## config.mk

```make
export PLATFORM = sky130hd
export DESIGN_NAME = reg_file_param_flat
export DESIGN_NICKNAME = d
export VERILOG_FILES = /design/src/rtl/reg_file_if.sv /design/src/rtl/reg_file_param.sv /design/src/flat_wrapper.sv
export SDC_FILE = /design/constraint.sdc
export NUM_CORES = 1
export LEC_CHECK = 0
export ABC_AREA = 1
export CELL_PAD_IN_SITES_DETAIL_PLACEMENT = 1
export CELL_PAD_IN_SITES_GLOBAL_PLACEMENT = 2
export CORE_MARGIN = 4
export CORE_UTILIZATION = 35
export CTS_CLUSTER_SIZE = 10
export DETAILED_ROUTE_END_ITERATION = 7
export PLACE_DENSITY_LB_ADDON = 0.1
export SLEW_MARGIN = 5
export SYNTH_ARGS = -nofsm -noshare
export SYNTH_HDL_FRONTEND = slang
export SYNTH_SLANG_ARGS = --single-unit
```

## constraint.sdc

```tcl
create_clock -name clk_i -period 7.45 [get_ports clk_i]
set_clock_uncertainty 0.2 [all_clocks]
set_input_delay 1.49 -clock clk_i [delete_from_list [all_inputs] [get_ports clk_i]]
set_output_delay 1.49 -clock clk_i [all_outputs]
set_load 0.005 [all_outputs]
```

## src/rtl/reg_file_if.sv

```systemverilog
// Bus between the datapath (master) and the parametrised register file (slave).
// Carries the write port, the read ports and the clear-sweep handshake.
interface reg_file_if #(
   parameter int DATA_W = 32,
   parameter int ADDR_W = 5,
   parameter int NUM_RD = 2
);
   logic                       clear_req;
   logic                       ready;
   logic                       we;
   logic [ADDR_W-1:0]          Rd;
   logic [DATA_W-1:0]          data_in;
   logic                       wr_err;
   logic [NUM_RD*ADDR_W-1:0]   rd_addr;
   logic [NUM_RD*DATA_W-1:0]   rd_data;

   modport master (
      output clear_req, we, Rd, data_in, rd_addr,
      input  ready, wr_err, rd_data
   );

   modport slave (
      input  clear_req, we, Rd, data_in, rd_addr,
      output ready, wr_err, rd_data
   );
endinterface

```

## src/rtl/reg_file_param.sv

```systemverilog
// Parametrised multi-read-port register file with optional zero entry, write bypass,
// registered reads and a sequential clear sweep that gates the ready flag.
module reg_file_param #(
   parameter int DATA_W   = 32,
   parameter int ADDR_W   = 5,
   parameter int NUM_RD   = 2,
   parameter bit ZERO_REG = 1'b1,
   parameter bit BYPASS   = 1'b1,
   parameter bit READ_REG = 1'b0
) (
   input  logic       clk_i,
   input  logic       rst_i,
   reg_file_if.slave  bus
);

   localparam int DEPTH = 2**ADDR_W;

   typedef enum logic {SWEEP, RUN} state_t;

   state_t              state_q, state_d;
   logic [ADDR_W:0]     idx_q, idx_d;
   logic                wrErr_q;
   logic [DATA_W-1:0]   mem_q [DEPTH];
   logic                ready;
   logic                writeOk;

   assign ready    = (state_q == RUN);
   assign writeOk  = ready && bus.we && !(ZERO_REG && (bus.Rd == '0));
   assign bus.ready  = ready;
   assign bus.wr_err = wrErr_q;

   // idx carries one extra bit so reaching DEPTH marks the end of the sweep
   always_comb begin
      state_d = state_q;
      idx_d   = idx_q;
      case (state_q)
         SWEEP: begin
            idx_d = idx_q + (ADDR_W+1)'(1);
            if (idx_d == (ADDR_W+1)'(DEPTH)) begin
               state_d = RUN;
               idx_d   = '0;
            end
         end
         RUN: begin
            if (bus.clear_req) begin
               state_d = SWEEP;
               idx_d   = '0;
            end
         end
         default: begin
            state_d = SWEEP;
            idx_d   = '0;
         end
      endcase
   end

   always_ff @(posedge clk_i) begin
      if (rst_i) begin
         state_q <= SWEEP;
         idx_q   <= '0;
         wrErr_q <= 1'b0;
      end else begin
         state_q <= state_d;
         idx_q   <= idx_d;
         wrErr_q <= (state_q == SWEEP) && bus.we;
      end
   end

   // A write accepted together with clear_req commits here and is wiped by the sweep
   always_ff @(posedge clk_i) begin
      if (!rst_i) begin
         if (state_q == SWEEP) begin
            mem_q[idx_q[ADDR_W-1:0]] <= '0;
         end else if (writeOk) begin
            mem_q[bus.Rd] <= bus.data_in;
         end
      end
   end

   for (genvar g = 0; g < NUM_RD; g++) begin : gRd
      logic [ADDR_W-1:0] addr;
      logic [DATA_W-1:0] sel;

      assign addr = bus.rd_addr[g*ADDR_W +: ADDR_W];

      always_comb begin
         sel = '0;
         if (ready && !(ZERO_REG && (addr == '0))) begin
            if (BYPASS && writeOk && (bus.Rd == addr)) begin
               sel = bus.data_in;
            end else begin
               sel = mem_q[addr];
            end
         end
      end

      if (READ_REG) begin : gReg
         logic [DATA_W-1:0] rdData_q;

         always_ff @(posedge clk_i) begin
            if (rst_i) begin
               rdData_q <= '0;
            end else begin
               rdData_q <= sel;
            end
         end

         assign bus.rd_data[g*DATA_W +: DATA_W] = rdData_q;
      end else begin : gComb
         assign bus.rd_data[g*DATA_W +: DATA_W] = sel;
      end
   end

endmodule

```

## src/flat_wrapper.sv

```systemverilog
// flat-port wrapper written by rule: the top's interface ports become plain ports
module reg_file_param_flat 
#(
   parameter int DATA_W   = 32,
   parameter int ADDR_W   = 5,
   parameter int NUM_RD   = 2,
   parameter bit ZERO_REG = 1'b1,
   parameter bit BYPASS   = 1'b1,
   parameter bit READ_REG = 1'b0
)
  (clk_i, rst_i, bus_clear_req, bus_we, bus_Rd, bus_data_in, bus_rd_addr, bus_ready, bus_wr_err, bus_rd_data);
  reg_file_if #(.DATA_W(DATA_W), .ADDR_W(ADDR_W), .NUM_RD(NUM_RD)) bus_i ();
  input  logic clk_i;
  input  logic rst_i;
  input wire logic [$bits(bus_i.clear_req)-1:0] bus_clear_req;
  input wire logic [$bits(bus_i.we)-1:0] bus_we;
  input wire logic [$bits(bus_i.Rd)-1:0] bus_Rd;
  input wire logic [$bits(bus_i.data_in)-1:0] bus_data_in;
  input wire logic [$bits(bus_i.rd_addr)-1:0] bus_rd_addr;
  output wire logic [$bits(bus_i.ready)-1:0] bus_ready;
  output wire logic [$bits(bus_i.wr_err)-1:0] bus_wr_err;
  output wire logic [$bits(bus_i.rd_data)-1:0] bus_rd_data;
  assign bus_i.clear_req = bus_clear_req;
  assign bus_i.we = bus_we;
  assign bus_i.Rd = bus_Rd;
  assign bus_i.data_in = bus_data_in;
  assign bus_i.rd_addr = bus_rd_addr;
  assign bus_ready = bus_i.ready;
  assign bus_wr_err = bus_i.wr_err;
  assign bus_rd_data = bus_i.rd_data;
  reg_file_param #(.DATA_W(DATA_W), .ADDR_W(ADDR_W), .NUM_RD(NUM_RD), .ZERO_REG(ZERO_REG), .BYPASS(BYPASS), .READ_REG(READ_REG)) u_core (.clk_i(clk_i), .rst_i(rst_i), .bus(bus_i));
endmodule
```

==> impl_metrics.tcl <==
set metrics [dict create \
    dpl.cell_count 8952 \
    max-cap-violations 0 \
    cp.required_ps 5760 \
    powerDensity_nw_per_um2 217 \
    grt_antenna_before_repair 11 \
    critPathLaunchType "input pin" \
    hold_class "reg2reg" \
    cts_tree "done" \
    ios 117 \
    drt_wl_total_um 244000 \
    post_synth_num_cell_types 27 \
    io_buffers 116 \
    ant_nets 0 \
    crit_path_end_kind "output pin" \
    drive_gt1_frac 0.0580 \
    post_cts_resized 0 \
    grt_max_degree 151 \
    fmax_mhz 155 \
    place_congestion 0.815 \
    die_x_um 407 \
    drc 0 \
    synth_edf_count 1024 \
    nets 7068 \
    netlist.top_cell.by_area "edfxtp_1" \
    syn_avg_cell_area_um2 7.93 \
    postCtsSetupRepairBufs 0 \
    yosysSeqAreaShare 0.554 \
    tightest_slew_ps 1070 \
    grt_usage 0.287 \
    dr.pass1.iters 5 \
    synthCells 7038 \
    period_minus_slack_ps 6440 \
    startpoint "bus_Rd[2]" \
    synth.top_cell.area_share 0.551 \
    grt_pass1_wl_um 352000 \
    synth_nets 7090 \
    async_flop_share 0 \
    instances_no_fill 9179 \
    hold_violations 0 \
    clock-sinks 1032 \
    grt_overflow_total 0 \
    critical_path.max_fanout 31 \
    wl_per_cell_um 26.6 \
    vias_per_cell 5.35 \
    syn_area_um2 55800 \
    hold_buffers 0 \
    die_h_um 407 \
    synth_seq_cells 1032 \
    coreArea_um2 158000 \
    slew_headroom 0.283 \
    setup_viol 0 \
    syn2layout_area_growth_pct 13.6 \
    clock_latency_ps 760 \
    hold_ws_ps 292 \
    htree_levels 4 \
    peakVddDrop_uv 185 \
    power_mw 13.7 \
    grt_pass1_vias 50300 \
    synthFlopType "edfxtp_1" \
    start_util 0.352 \
    dp_hpwl_um 137000 \
    numCtsBuffers 134 \
    min_from "u_core.idx_q[3]" \
    setup-tns-final_ps 0 \
    rows 146 \
    reg2reg_from "u_core.bus.ready" \
    root_buffer "clkbuf_16" \
    maxSlewViolCount 0 \
    drt_iter0_drc 3529 \
    via_count 49100 \
    rsz0062_at_grt "no" \
    cts_max_path_buffers 3 \
    yosys_warnings 0 \
    status "finished clean" \
    worst-setup-path-type "in2out" \
    dieArea_um2 166000 \
    clk_pin_slew_ps 50 \
    leakage_nw 26.8 \
    worstPathArrival_ps 4750 \
    fin_crit_sh 0.865 \
    synth_area_leaders "edfxtp_1 55%, nand2_1 18%, nand3_1 11%" \
]
## cells in the final DEF, fill, tap and decap left out, drive strengths merged
cell | Yosys | routed
diode | 0 | 1
a21oi | 67 | 67
clkinv | 0 | 40
xor2 | 4 | 4
bufinv | 0 | 1
o21ai | 44 | 44
xnor2 | 7 | 7
dfxtp | 8 | 8
ha | 1 | 1
nand2 | 2698 | 2698
nand4 | 4 | 4
nand3 | 1201 | 1201
clkdlybuf4s50 | 0 | 106
nor3 | 3 | 3
inv | 698 | 707
edfxtp | 1024 | 1024
nor2 | 842 | 842
clkbuf | 135 | 178
buf | 302 | 171
## worst max-delay path, cell delays in order
cell             delay, ps
clkdlybuf4s50_1        600
inv_2                   90
nand4_2                120
nand2_4                 80
inv_2                  500
nand2_4                410
a21oi_1                790
clkdlybuf4s50_1        640
## where the power goes
part           switching [mW]  total (mW)  internal (mW)
clock                    2.59        6.02           3.43
combinational            1.03        1.37          0.349
sequential             0.0126        6.34           6.32
## sequential cells by signal, summed over array words and instances, names as in the netlist
signal             count
u_core.idx_q           6
u_core.mem_q        1024
u_core.bus.ready       1
u_core.bus.wr_err      1
## layer usage
| metal | up-vias | track usage | routed length [um] |
|---|---|---|---|
| met4 | 2 | 0.0896 | 7520 |
| met5 | - | 0 | 13 |
| met3 | 355 | 0.0372 | 12000 |
| met2 | 1308 | 0.490 | 117000 |
| li1 | 22500 | - | - |
| met1 | 25000 | 0.381 | 107000 |
## through the flow
step / setup slack, ps / instance area [um^2] / utilization
floorplan: 3100 / 55800 / -
global placement: 1140 / 59500 / 0.376
detailed placement: 1130 / 59500 / 0.376
CTS: 1120 / 63400 / 0.400
global route: 938 / 63400 / 0.400
finish: 1010 / 63400 / 0.400
## cells in the mapped netlist (3+ instances only)
| master | number |
|---|---|
| xor2_1 | 4 |
| nand3_1 | 1197 |
| xnor2_1 | 7 |
| clkbuf_1 | 135 |
| o21ai_0 | 39 |
| nand4_1 | 3 |
| buf_6 | 12 |
| a21oi_1 | 67 |
| dfxtp_1 | 8 |
| nand2_1 | 2695 |
| buf_2 | 215 |
| nand3_2 | 4 |
| edfxtp_1 | 1024 |
| nor2_1 | 841 |
| inv_2 | 7 |
| buf_4 | 52 |
| inv_1 | 691 |
| o21ai_2 | 4 |
| buf_1 | 23 |
## layout make-up
cell class / instances / area (um^2)
antenna: 1 / 2.50
clock buffer: 176 / 3620
clock inverter: 50 / 300
fill: 18700 / 95000
inverter: 698 / 2660
multi-input combinational: 4871 / 20400
sequential: 1032 / 30900
tap: 2072 / 2590
timing repair buffer: 279 / 2930
## cells by family after synthesis
| family | after synthesis | share of synthesized area |
|---|---|---|
| AO/OA/AOI/OAI | 111 | 0.0102 |
| AND/OR/NAND/NOR | 4748 | 0.348 |
| XOR/XNOR | 11 | 0.00173 |
| flip-flops | 1032 | 0.554 |
| buffers and inverters | 1135 | 0.0863 |
| adder cells (fa/ha/maj) | 1 | 0.000224 |
## final timing paths
path                                        endpoint  slack, ps  depth (start not counted)
worst max-delay path                 bus_rd_data[47]       1010                          8
worst min-delay path                 u_core.idx_q[3]        290                          2
worst max register to register  u_core.mem_q[14][27]       3590                         11
worst min register to register       u_core.idx_q[3]        290                          2
No activity file was read; power rests on OpenSTA's default activity.
